## config.mk

```make
export PLATFORM = sky130hd
export DESIGN_NAME = rv32_exec_core
export DESIGN_NICKNAME = d
export VERILOG_FILES = /design/src/rtl/rv32_exec_pkg.sv /design/src/rtl/rv32_exec_alu.sv /design/src/rtl/rv32_exec_core.sv
export SDC_FILE = /design/constraint.sdc
export NUM_CORES = 2
export LEC_CHECK = 0
export CORE_MARGIN = 5
export CORE_UTILIZATION = 34
export CTS_BUF_LIST = sky130_fd_sc_hd__clkbuf_4 sky130_fd_sc_hd__clkbuf_8 sky130_fd_sc_hd__clkbuf_16
export CTS_CLUSTER_SIZE = 25
export DETAILED_ROUTE_END_ITERATION = 8
export MAX_ROUTING_LAYER = met4
export SKIP_LAST_GASP = 1
export SLEW_MARGIN = 30
export SYNTH_ARGS = -nofsm -noshare
export SYNTH_HDL_FRONTEND = slang
export SYNTH_SLANG_ARGS = --single-unit
```

## constraint.sdc

```tcl
create_clock -name clk -period 69.9 [get_ports clk]
set_input_delay 6.99 -clock clk [delete_from_list [all_inputs] [get_ports clk]]
set_output_delay 6.99 -clock clk [all_outputs]
set_load 0.01 [all_outputs]
```

## src/rtl/rv32_exec_pkg.sv

```systemverilog
// Shared encodings for the RV32 execute-stage slice: ALU ops, operand selects,
// branch conditions, CSR ops and CSR addresses.
package rv32_exec_pkg;

  typedef enum logic [3:0] {
    ALU_ADD  = 4'd0,
    ALU_SUB  = 4'd1,
    ALU_SLL  = 4'd2,
    ALU_SLT  = 4'd3,
    ALU_SLTU = 4'd4,
    ALU_XOR  = 4'd5,
    ALU_SRL  = 4'd6,
    ALU_SRA  = 4'd7,
    ALU_OR   = 4'd8,
    ALU_AND  = 4'd9,
    ALU_PASSB = 4'd10
  } alu_op_e;

  typedef enum logic [2:0] {
    SRC_A_RS1 = 3'd0,
    SRC_A_PC  = 3'd1
  } src_a_e;

  typedef enum logic [2:0] {
    SRC_B_RS2  = 3'd0,
    SRC_B_IMM  = 3'd1,
    SRC_B_FOUR = 3'd2
  } src_b_e;

  typedef enum logic [2:0] {
    BR_EQ  = 3'd0,
    BR_NE  = 3'd1,
    BR_LT  = 3'd4,
    BR_GE  = 3'd5,
    BR_LTU = 3'd6,
    BR_GEU = 3'd7
  } br_cond_e;

  typedef enum logic [2:0] {
    CSR_NONE  = 3'd0,
    CSR_RW    = 3'd1,
    CSR_RS    = 3'd2,
    CSR_ECALL = 3'd3,
    CSR_MRET  = 3'd4
  } csr_op_e;

  localparam logic [11:0] CSR_MSTATUS = 12'h300;
  localparam logic [11:0] CSR_MTVEC   = 12'h305;
  localparam logic [11:0] CSR_MEPC    = 12'h341;
  localparam logic [11:0] CSR_MCAUSE  = 12'h342;

  localparam logic [31:0] MCAUSE_ECALL = 32'd11;

endpackage

```

## src/rtl/rv32_exec_alu.sv

```systemverilog
// Combinational ALU and branch comparator. The comparator looks at the raw
// register values, not at the muxed ALU operands.
module rv32_exec_alu
  import rv32_exec_pkg::*;
(
  input  logic [31:0] a_i,
  input  logic [31:0] b_i,
  input  logic [3:0]  alu_ctl_i,
  input  logic [31:0] cmp_a_i,
  input  logic [31:0] cmp_b_i,
  input  logic        cmp_en_i,
  input  logic [2:0]  cmp_cond_i,
  output logic [31:0] alu_out_o,
  output logic        br_taken_o
);

  logic [4:0] shamt;
  logic       cond;

  assign shamt = b_i[4:0];

  always_comb begin
    alu_out_o = '0;
    case (alu_ctl_i)
      ALU_ADD:   alu_out_o = a_i + b_i;
      ALU_SUB:   alu_out_o = a_i - b_i;
      ALU_SLL:   alu_out_o = a_i << shamt;
      ALU_SLT:   alu_out_o = {31'd0, $signed(a_i) < $signed(b_i)};
      ALU_SLTU:  alu_out_o = {31'd0, a_i < b_i};
      ALU_XOR:   alu_out_o = a_i ^ b_i;
      ALU_SRL:   alu_out_o = a_i >> shamt;
      ALU_SRA:   alu_out_o = $unsigned($signed(a_i) >>> shamt);
      ALU_OR:    alu_out_o = a_i | b_i;
      ALU_AND:   alu_out_o = a_i & b_i;
      ALU_PASSB: alu_out_o = b_i;
      default:   alu_out_o = '0;
    endcase
  end

  always_comb begin
    cond = 1'b0;
    case (cmp_cond_i)
      BR_EQ:   cond = (cmp_a_i == cmp_b_i);
      BR_NE:   cond = (cmp_a_i != cmp_b_i);
      BR_LT:   cond = ($signed(cmp_a_i) < $signed(cmp_b_i));
      BR_GE:   cond = ($signed(cmp_a_i) >= $signed(cmp_b_i));
      BR_LTU:  cond = (cmp_a_i < cmp_b_i);
      BR_GEU:  cond = (cmp_a_i >= cmp_b_i);
      default: cond = 1'b0;
    endcase
  end

  assign br_taken_o = cmp_en_i & cond;

endmodule

```

## src/rtl/rv32_exec_core.sv

```systemverilog
// RV32 execute-stage slice: GPR file, machine-mode CSR file, operand muxes
// and the ALU/branch sub-module. Reads are combinational; state changes at the edge.
module rv32_exec_core
  import rv32_exec_pkg::*;
#(
  parameter logic [31:0] RESET_MSTATUS = 32'h0000_1800
) (
  input  logic        clk,
  input  logic        rst,
  input  logic [31:0] pc,
  input  logic [31:0] imm,
  input  logic [4:0]  rs1_addr,
  input  logic [4:0]  rs2_addr,
  input  logic [4:0]  rd,
  input  logic        RegWr,
  input  logic [31:0] rd_data,
  output logic [31:0] rs1_data,
  output logic [31:0] rs2_data,
  input  logic [2:0]  rs1_ctr,
  input  logic [2:0]  rs2_ctr,
  input  logic [3:0]  alu_ctl,
  input  logic        Equal_ctl,
  input  logic [2:0]  eq_ctl,
  output logic [31:0] alu_out,
  output logic        rd_wirte,
  input  logic [2:0]  csrs_ctl,
  input  logic [11:0] csrs_rs1_read_add,
  output logic [31:0] csr_rdata,
  output logic [31:0] csr_next_pc
);

  logic [31:0] gpr_q [32];
  logic [31:0] mstatus_q, mtvec_q, mepc_q, mcause_q;
  logic [31:0] mstatus_d, mtvec_d, mepc_d, mcause_d;
  logic [31:0] csr_wdata;
  logic        csr_wen;
  logic [31:0] op_a, op_b;

  // No write bypass: a read of the register being written returns the old value.
  assign rs1_data = (rs1_addr == 5'd0) ? 32'd0 : gpr_q[rs1_addr];
  assign rs2_data = (rs2_addr == 5'd0) ? 32'd0 : gpr_q[rs2_addr];

  always_ff @(posedge clk or posedge rst) begin
    if (rst) begin
      for (int i = 0; i < 32; i++) gpr_q[i] <= '0;
    end else if (RegWr && (rd != 5'd0)) begin
      gpr_q[rd] <= rd_data;
    end
  end

  always_comb begin
    csr_rdata = '0;
    case (csrs_rs1_read_add)
      CSR_MSTATUS: csr_rdata = mstatus_q;
      CSR_MTVEC:   csr_rdata = mtvec_q;
      CSR_MEPC:    csr_rdata = mepc_q;
      CSR_MCAUSE:  csr_rdata = mcause_q;
      default:     csr_rdata = '0;
    endcase
  end

  always_comb begin
    csr_wen   = 1'b0;
    csr_wdata = '0;
    case (csrs_ctl)
      CSR_RW: begin
        csr_wen   = 1'b1;
        csr_wdata = rs1_data;
      end
      CSR_RS: begin
        csr_wen   = 1'b1;
        csr_wdata = csr_rdata | rs1_data;
      end
      default: ;
    endcase
  end

  always_comb begin
    mstatus_d = mstatus_q;
    mtvec_d   = mtvec_q;
    mepc_d    = mepc_q;
    mcause_d  = mcause_q;
    if (csr_wen) begin
      case (csrs_rs1_read_add)
        CSR_MSTATUS: mstatus_d = csr_wdata;
        CSR_MTVEC:   mtvec_d   = csr_wdata;
        CSR_MEPC:    mepc_d    = csr_wdata;
        CSR_MCAUSE:  mcause_d  = csr_wdata;
        default: ;
      endcase
    end else if (csrs_ctl == CSR_ECALL) begin
      mepc_d   = pc;
      mcause_d = MCAUSE_ECALL;
    end
  end

  always_ff @(posedge clk or posedge rst) begin
    if (rst) begin
      mstatus_q <= RESET_MSTATUS;
      mtvec_q   <= '0;
      mepc_q    <= '0;
      mcause_q  <= '0;
    end else begin
      mstatus_q <= mstatus_d;
      mtvec_q   <= mtvec_d;
      mepc_q    <= mepc_d;
      mcause_q  <= mcause_d;
    end
  end

  always_comb begin
    csr_next_pc = pc + 32'd4;
    case (csrs_ctl)
      CSR_ECALL: csr_next_pc = mtvec_q;
      CSR_MRET:  csr_next_pc = mepc_q;
      default: ;
    endcase
  end

  always_comb begin
    op_a = '0;
    case (rs1_ctr)
      SRC_A_RS1: op_a = rs1_data;
      SRC_A_PC:  op_a = pc;
      default:   op_a = '0;
    endcase
  end

  always_comb begin
    op_b = '0;
    case (rs2_ctr)
      SRC_B_RS2:  op_b = rs2_data;
      SRC_B_IMM:  op_b = imm;
      SRC_B_FOUR: op_b = 32'd4;
      default:    op_b = '0;
    endcase
  end

  rv32_exec_alu u_alu (
    .a_i        (op_a),
    .b_i        (op_b),
    .alu_ctl_i  (alu_ctl),
    .cmp_a_i    (rs1_data),
    .cmp_b_i    (rs2_data),
    .cmp_en_i   (Equal_ctl),
    .cmp_cond_i (eq_ctl),
    .alu_out_o  (alu_out),
    .br_taken_o (rd_wirte)
  );

endmodule

```

# After elaboration in Yosys (flattened, before gate mapping)
# Index checks and enable logic that the tools add are counted.
# W data, S select, Z words.
[totals] out_inout_bits=161 word_cells=130 ff_bits=1152 inputBits=143
[classes] n_eq_ne=30 add_sub_neg=3 shifts=3 bitwise_logic=8 reduce_logical=15 order_cmp=10 mux=25
[op_table] op="$bwmux W1024" n=1
[op_table] op="$mux W32" n=13
[op_table] op="$pmux W32 S11" n=1
[op_table] op="$bmux W32 S5" n=2
[op_table] op="$pmux W32 S2" n=3
[op_table] op="$demux W32 S5" n=1
[op_table] op="$lt A32 B32 Y1" n=4
[op_table] op="$pmux W32 S4" n=1
[op_table] op="$pmux W32 S3" n=1
[op_table] op="$ge A32 B32 Y1" n=2
[op_table] op="$or A32 B32 Y32" n=2
[op_table] op="$eq A12 B10 Y1 const B" n=4
[op_table] op="$add A32 B3 Y32 const B" n=1
[op_table] op="$add A32 B32 Y32" n=1
[op_table] op="$and A32 B32 Y32" n=1
[op_table] op="$eq A32 B32 Y1" n=1
[op_table] op="$ne A32 B32 Y1" n=1
[op_table] op="$shl A32 B5 Y32" n=1
[op_table] op="$shr A32 B5 Y32" n=1
[op_table] op="$sshr A32 B5 Y32" n=1
[op_table] op="$sub A32 B32 Y32" n=1
[op_table] op="$xor A32 B32 Y32" n=1
[op_table] op="$ge A6 B6 Y1 const B" n=3
[op_table] op="$not A5 Y6" n=3
[op_table] op="other kinds (20)" n=43

# Depth between registers and ports, before layout
[logic_depth] word_depth=9 depth_mapped=27 ltp_nobuf=20

# By module
# A second synthesis with hierarchy kept.
[hier_totals] hier_cells=6271 area_unflattened_um2=73076.3
[modules_own_cells] mod="rv32_exec_core" seq_area_each_um2=28830.2 cells_each=4824 instances=1 area_per_inst_um2=63522.2
[modules_own_cells] mod="rv32_exec_alu" seq_area_each_um2=0.0 cells_each=1447 instances=1 area_per_inst_um2=9554.2

# Worst setup path after synthesis
# No wires, ideal clock.
[synth_timing] path_kind="input -> output" start="input port rs2_addr[0]" end="output port alu_out[30]" path_slack_ns=50.468 n_path_buf=8 arrival_ns=12.442 path_stages=25 required_ns=62.910 cell_sequence="buf_6 > buf_8 > buf_12 > buf_8 > buf_6 > buf_2 > buf_4 > mux4_2 > mux4_2 > mux2i_1 > nor2_1 > a22oi_1 > ha_1 > clkbuf_1 > nor3_1 > nor3b_1 > o31ai_1 > a2111oi_0 > o31ai_1 > o31a_1 > a21oi_1 > a211o_1 > xnor2_1 > a221oi_1 > nand2_1"
[synth_via] elab_chain_len=8 word_cells_on_any_way=16 cone_classes="add/sub (2); shift (3); mux (6); bitwise (4); reduce/logical (1)"
[synth_lines] element="start, declared" line="rv32_exec_core.sv:13" rtl="input logic [4:0] rs2_addr,"
[synth_lines] element="$not A5 Y6 (not written as such)" line="rv32_exec_core.sv:41" rtl="assign rs2_data = (rs2_addr == 5'd0) ? 32'd0 : gpr_q[rs2_addr];"
[synth_lines] element="$bmux W32 S5" line="rv32_exec_core.sv:41"
[synth_lines] element="$mux W32 (not written as such) (2 in series)" line="rv32_exec_core.sv:41"
[synth_lines] element="$mux W32 *" line="rv32_exec_core.sv:41"
[synth_lines] element="via rs2_data[9]" line="rv32_exec_core.sv:18" rtl="output logic [31:0] rs2_data,"
[synth_lines] element="$pmux W32 S3 *" line="rv32_exec_core.sv:131" rtl="case (rs2_ctr)"
[synth_lines] element="$sub A32 B32 Y32 / $add A32 B32 Y32 (equally long branches)" line="rv32_exec_alu.sv:26, rv32_exec_alu.sv:25"
[synth_lines] element="$pmux W32 S11 *" line="rv32_exec_alu.sv:24" rtl="case (alu_ctl_i)"
[synth_lines] element="end, declared" line="rv32_exec_core.sv:24" rtl="output logic [31:0] alu_out,"
# The timed path passes the listed nets; every way through them passes the cells marked *. The select of a mux whose other input is x is not followed.

# Final worst setup path
[layout_timing] start="input port rs1_addr[0]" end="output port alu_out[26]"
[layout_via] elab_chain_len=8 word_cells_on_any_way=16 cone_classes="add/sub (2); shift (3); mux (6); bitwise (4); reduce/logical (1)"
[layout_lines] element="start, declared" line="rv32_exec_core.sv:12" rtl="input logic [4:0] rs1_addr,"
[layout_lines] element="$not A5 Y6 (not written as such)" line="rv32_exec_core.sv:40" rtl="assign rs1_data = (rs1_addr == 5'd0) ? 32'd0 : gpr_q[rs1_addr];"
[layout_lines] element="$bmux W32 S5" line="rv32_exec_core.sv:40"
[layout_lines] element="$mux W32 (not written as such) (2 in series)" line="rv32_exec_core.sv:40"
[layout_lines] element="$mux W32 *" line="rv32_exec_core.sv:40"
[layout_lines] element="$pmux W32 S2 *" line="rv32_exec_core.sv:122" rtl="case (rs1_ctr)"
[layout_lines] element="$sub A32 B32 Y32, or another cell as far along" line="rv32_exec_alu.sv:26" rtl="ALU_SUB: alu_out_o = a_i - b_i;"
[layout_lines] element="$pmux W32 S11 *" line="rv32_exec_alu.sv:24"
# Every way passes the cells marked *; elsewhere a longest branch is shown, timed or not. The select of a mux whose other input is x is not followed.

==> reports/metrics.csv <==
stage,metric,value,unit
status,status,"finished, final reports clean",
power_and_ir_drop,peak supply drop,0.0221,mV
clock_tree,# H-tree levels,3,
setup_path,CP Data Required Time,62910,ps
timing,Clock Skew,105,ps
hold_path,Hold Path Class,reg -> reg,
setup_path,Setup crit end kind,primary output,
die,core area,0.210,mm2
clock_tree,"Clk pin slew, worst setup/hold paths",60,ps
timing,endpoints failing setup,0,
clock_tree,clk buf depth,3,
timing,slew margin rel.,0.182,
detailed_routing,DR pass1 iterations,9,
setup_path,slowest CP cell,buf_4,
synth,"count leader, synth",dfrtp_1,
synth,sequential share of the synthesized area,0.402,
setup_path,peak fanout along the critical path,55,
synth,post-synthesis cell type count,102,
timing,Final period util,0.326,
die,# rows,168,
synth,"Net Count, Synth",6134,
global_routing,initial antenna violation count,20,
clock_tree,Num Clock Sinks,1152,
die,Die Ht,469,um
clock_tree,CTS Hold Bufs,0,
detailed_routing,vias post-DR,55200,
placed_design,HPWL Detailed,198,mm
synth,"top cells by count, synth","1150 x dfrtp_1, 1028 x mux2_2, 488 x mux4_2, 430 x nand2_1, 340 x clkbuf_1",
synth,mean post-synth cell area,12.2,um2
timing,Hold Fails Final Rpt,0,
synth,number of synthesized flops with an enable pin,0,
placed_design,gpl congestion,1.08,
synth,Synth warnings,0,
clock_tree,setup bufs post-CTS,0,
die,Top Ports,304,
setup_path,CP arrival,15830,ps
setup_path,"most used cell, CP",buf_4,
flow_run,max cap viols,0,
global_routing,global route overflow,0,
power_and_ir_drop,PD cells,25.8,mW/mm2
global_routing,vias in the first global route,54800,
detailed_routing,Via density,6.26,
detailed_routing,remaining antenna violation count after routing,0,
synth,ys async rst share,1.00,
timing,setup ws final,47080,ps
synth,share of the synthesized area in the top cell type,0.402,
die,die outline area,0.220,mm2
detailed_routing,initial detailed-routing violation count,6766,
finish,P&R area growth vs syn,13.7,%
synth,Seq cells post-synth,1152,
power_and_ir_drop,Leakage,34.5,nW
setup_path,CP Launch Point,rs1_addr[0],
synth,Post-synth top flop,dfrtp_1,
setup_path,reg2reg start,gpr_q[515],
setup_path,Worst path top cell family by delay,compound AO/OA/AOI/OAI gates,
clock_tree,Clock Latency Late Sink,790,ps
power_and_ir_drop,Power Total,2.10,mW
timing,RSZ-0062 raised after global routing,no,
finish,fraction of layout cells with a size suffix above 1,0.353,
placed_design,Port Buffer Count,303,
die,Initial Utilization,0.342,
detailed_routing,drt wl/cell,33.3,um
clock_tree,clk root buf,clkbuf_16,
setup_path,CP Launch Type,primary input,
hold_path,hold_sp,gpr_q[1006],
timing,Setup TNS,0,ps
clock_tree,CTS tree,done,
setup_path,"slowest stage delay, CP",740,ps
setup_path,Bufs and invs on worst path,7,
clock_tree,TritonCTS Buffers,118,
die,die width,469,um
detailed_routing,# DRC,0,
setup_path,CP Class,in -> out,
timing,Worst Tran Pin Value,1190,ps
timing,Slew Limit Fails,0,
timing,f_max,43.8,MHz
global_routing,largest net degree at the start of global routing,166,
global_routing,first-pass GRT wire length,417,mm
detailed_routing,"wirelength, routed",294,mm
synth,synth top area cells,"dfrtp_1 40%, mux2_2 16%, mux4_2 15%",
placed_design,pre-CTS setup slack,47340,ps
timing,Final min period,22820,ps
setup_path,crit-path cells,"buf_8, buf_4, buf_4, mux4_2, a22o_1, o32ai_1, nor2_1, a21oi_2, inv_1, ha_1, inv_1, fa_1, nand2b_1, a221oi_1, o31ai_1, a2111oi_2, buf_4, o31ai_1, nor3_1, a211oi_1, o221ai_1, a221oi_1, nand2_1, clkdlybuf4s50_1",
finish,Layout Utilization,0.389,
synth,Yosys top cell by area,dfrtp_1,
synth,"Cell Area, Synth",0.0716,mm2
finish,layout net count,6169,
clock_tree,Post-CTS Resized,0,
global_routing,global-route usage over all layers,0.268,
synth,Syn Inst Count,5857,
==> cells in the final DEF (no fill, tap or decap), types with 118 or more instances in the layout <==
cell and instances:
clkdlybuf4s50_1 266, mux4_2 488, ha_1 132, mux2_2 1028
a21oi_1 211, nand2_1 411, clkbuf_16 118, buf_4 169
inv_1 128, nor2_1 158, o21ai_0 281, mux2i_1 268
a22oi_1 137, dfrtp_1 1150
==> worst paths after layout <==
kind	depth (start not counted)	slack, ps	end
max	24	47080	alu_out[26]
min	0	400	gpr_q[1006]
max reg2reg	9	66730	mepc_q[3]
min reg2reg	0	400	gpr_q[1006]
max in group asynchronous	7	59440	gpr_q[400]
min in group asynchronous	2	6730	mtvec_q[4]
==> routing by layer <==
metal,GRT usage,up-vias,part of all wire
met1,0.365,29300,0.42
met5,-,-,0
li1,-,22400,-
met2,0.388,2905,0.44
met3,0.0729,542,0.10
met4,0.0866,0,0.036
==> layout make-up <==
type	instances	area, um2
timing repair buffer	486	4470
fill	20000	128000
clock inverter	47	634
antenna	25	62.6
clock buffer	174	3540
multi-input combinational	3998	39900
sequential	1152	28800
inverter	136	528
tap	2805	3510
==> flip-flops by register name (all words and copies together) (netlist names) <==
register,flops
mcause_q,32
mepc_q,32
gpr_q,1024
mtvec_q,32
mstatus_q,32
==> power breakdown <==
part           switching [mW]  leakage (nW)  internal (mW)  total (mW)
logic                   0.282          17.5          0.273       0.554
clock network           0.288          2.10          0.390       0.678
registers              0.0866          14.8          0.783       0.870
==> cell families (layout without fill, tap and decap cells) <==
logic type,after synthesis,after routing,synth area share
fa+ha+maj,134,134,0.0236
compound gates,1126,1126,0.110
flops,1152,1152,0.402
simple gates,898,898,0.0566
xor+xnor,40,40,0.00489
other cells,0,25,0
mux,1800,1800,0.356
buf+inv,707,843,0.0464
==> through the flow <==
step | hold WS (ps) | area (um2) | cells
after floorplan | 441 | 71600 | 5857
after global placement | 377 | 77100 | 8570
after detailed placement | 383 | 77200 | 8575
after CTS | 398 | 81400 | 8796
after global routing | 402 | 81400 | 8813
final | 396 | 81400 | 8823
Note: power is estimated with default switching activity, not from simulation.
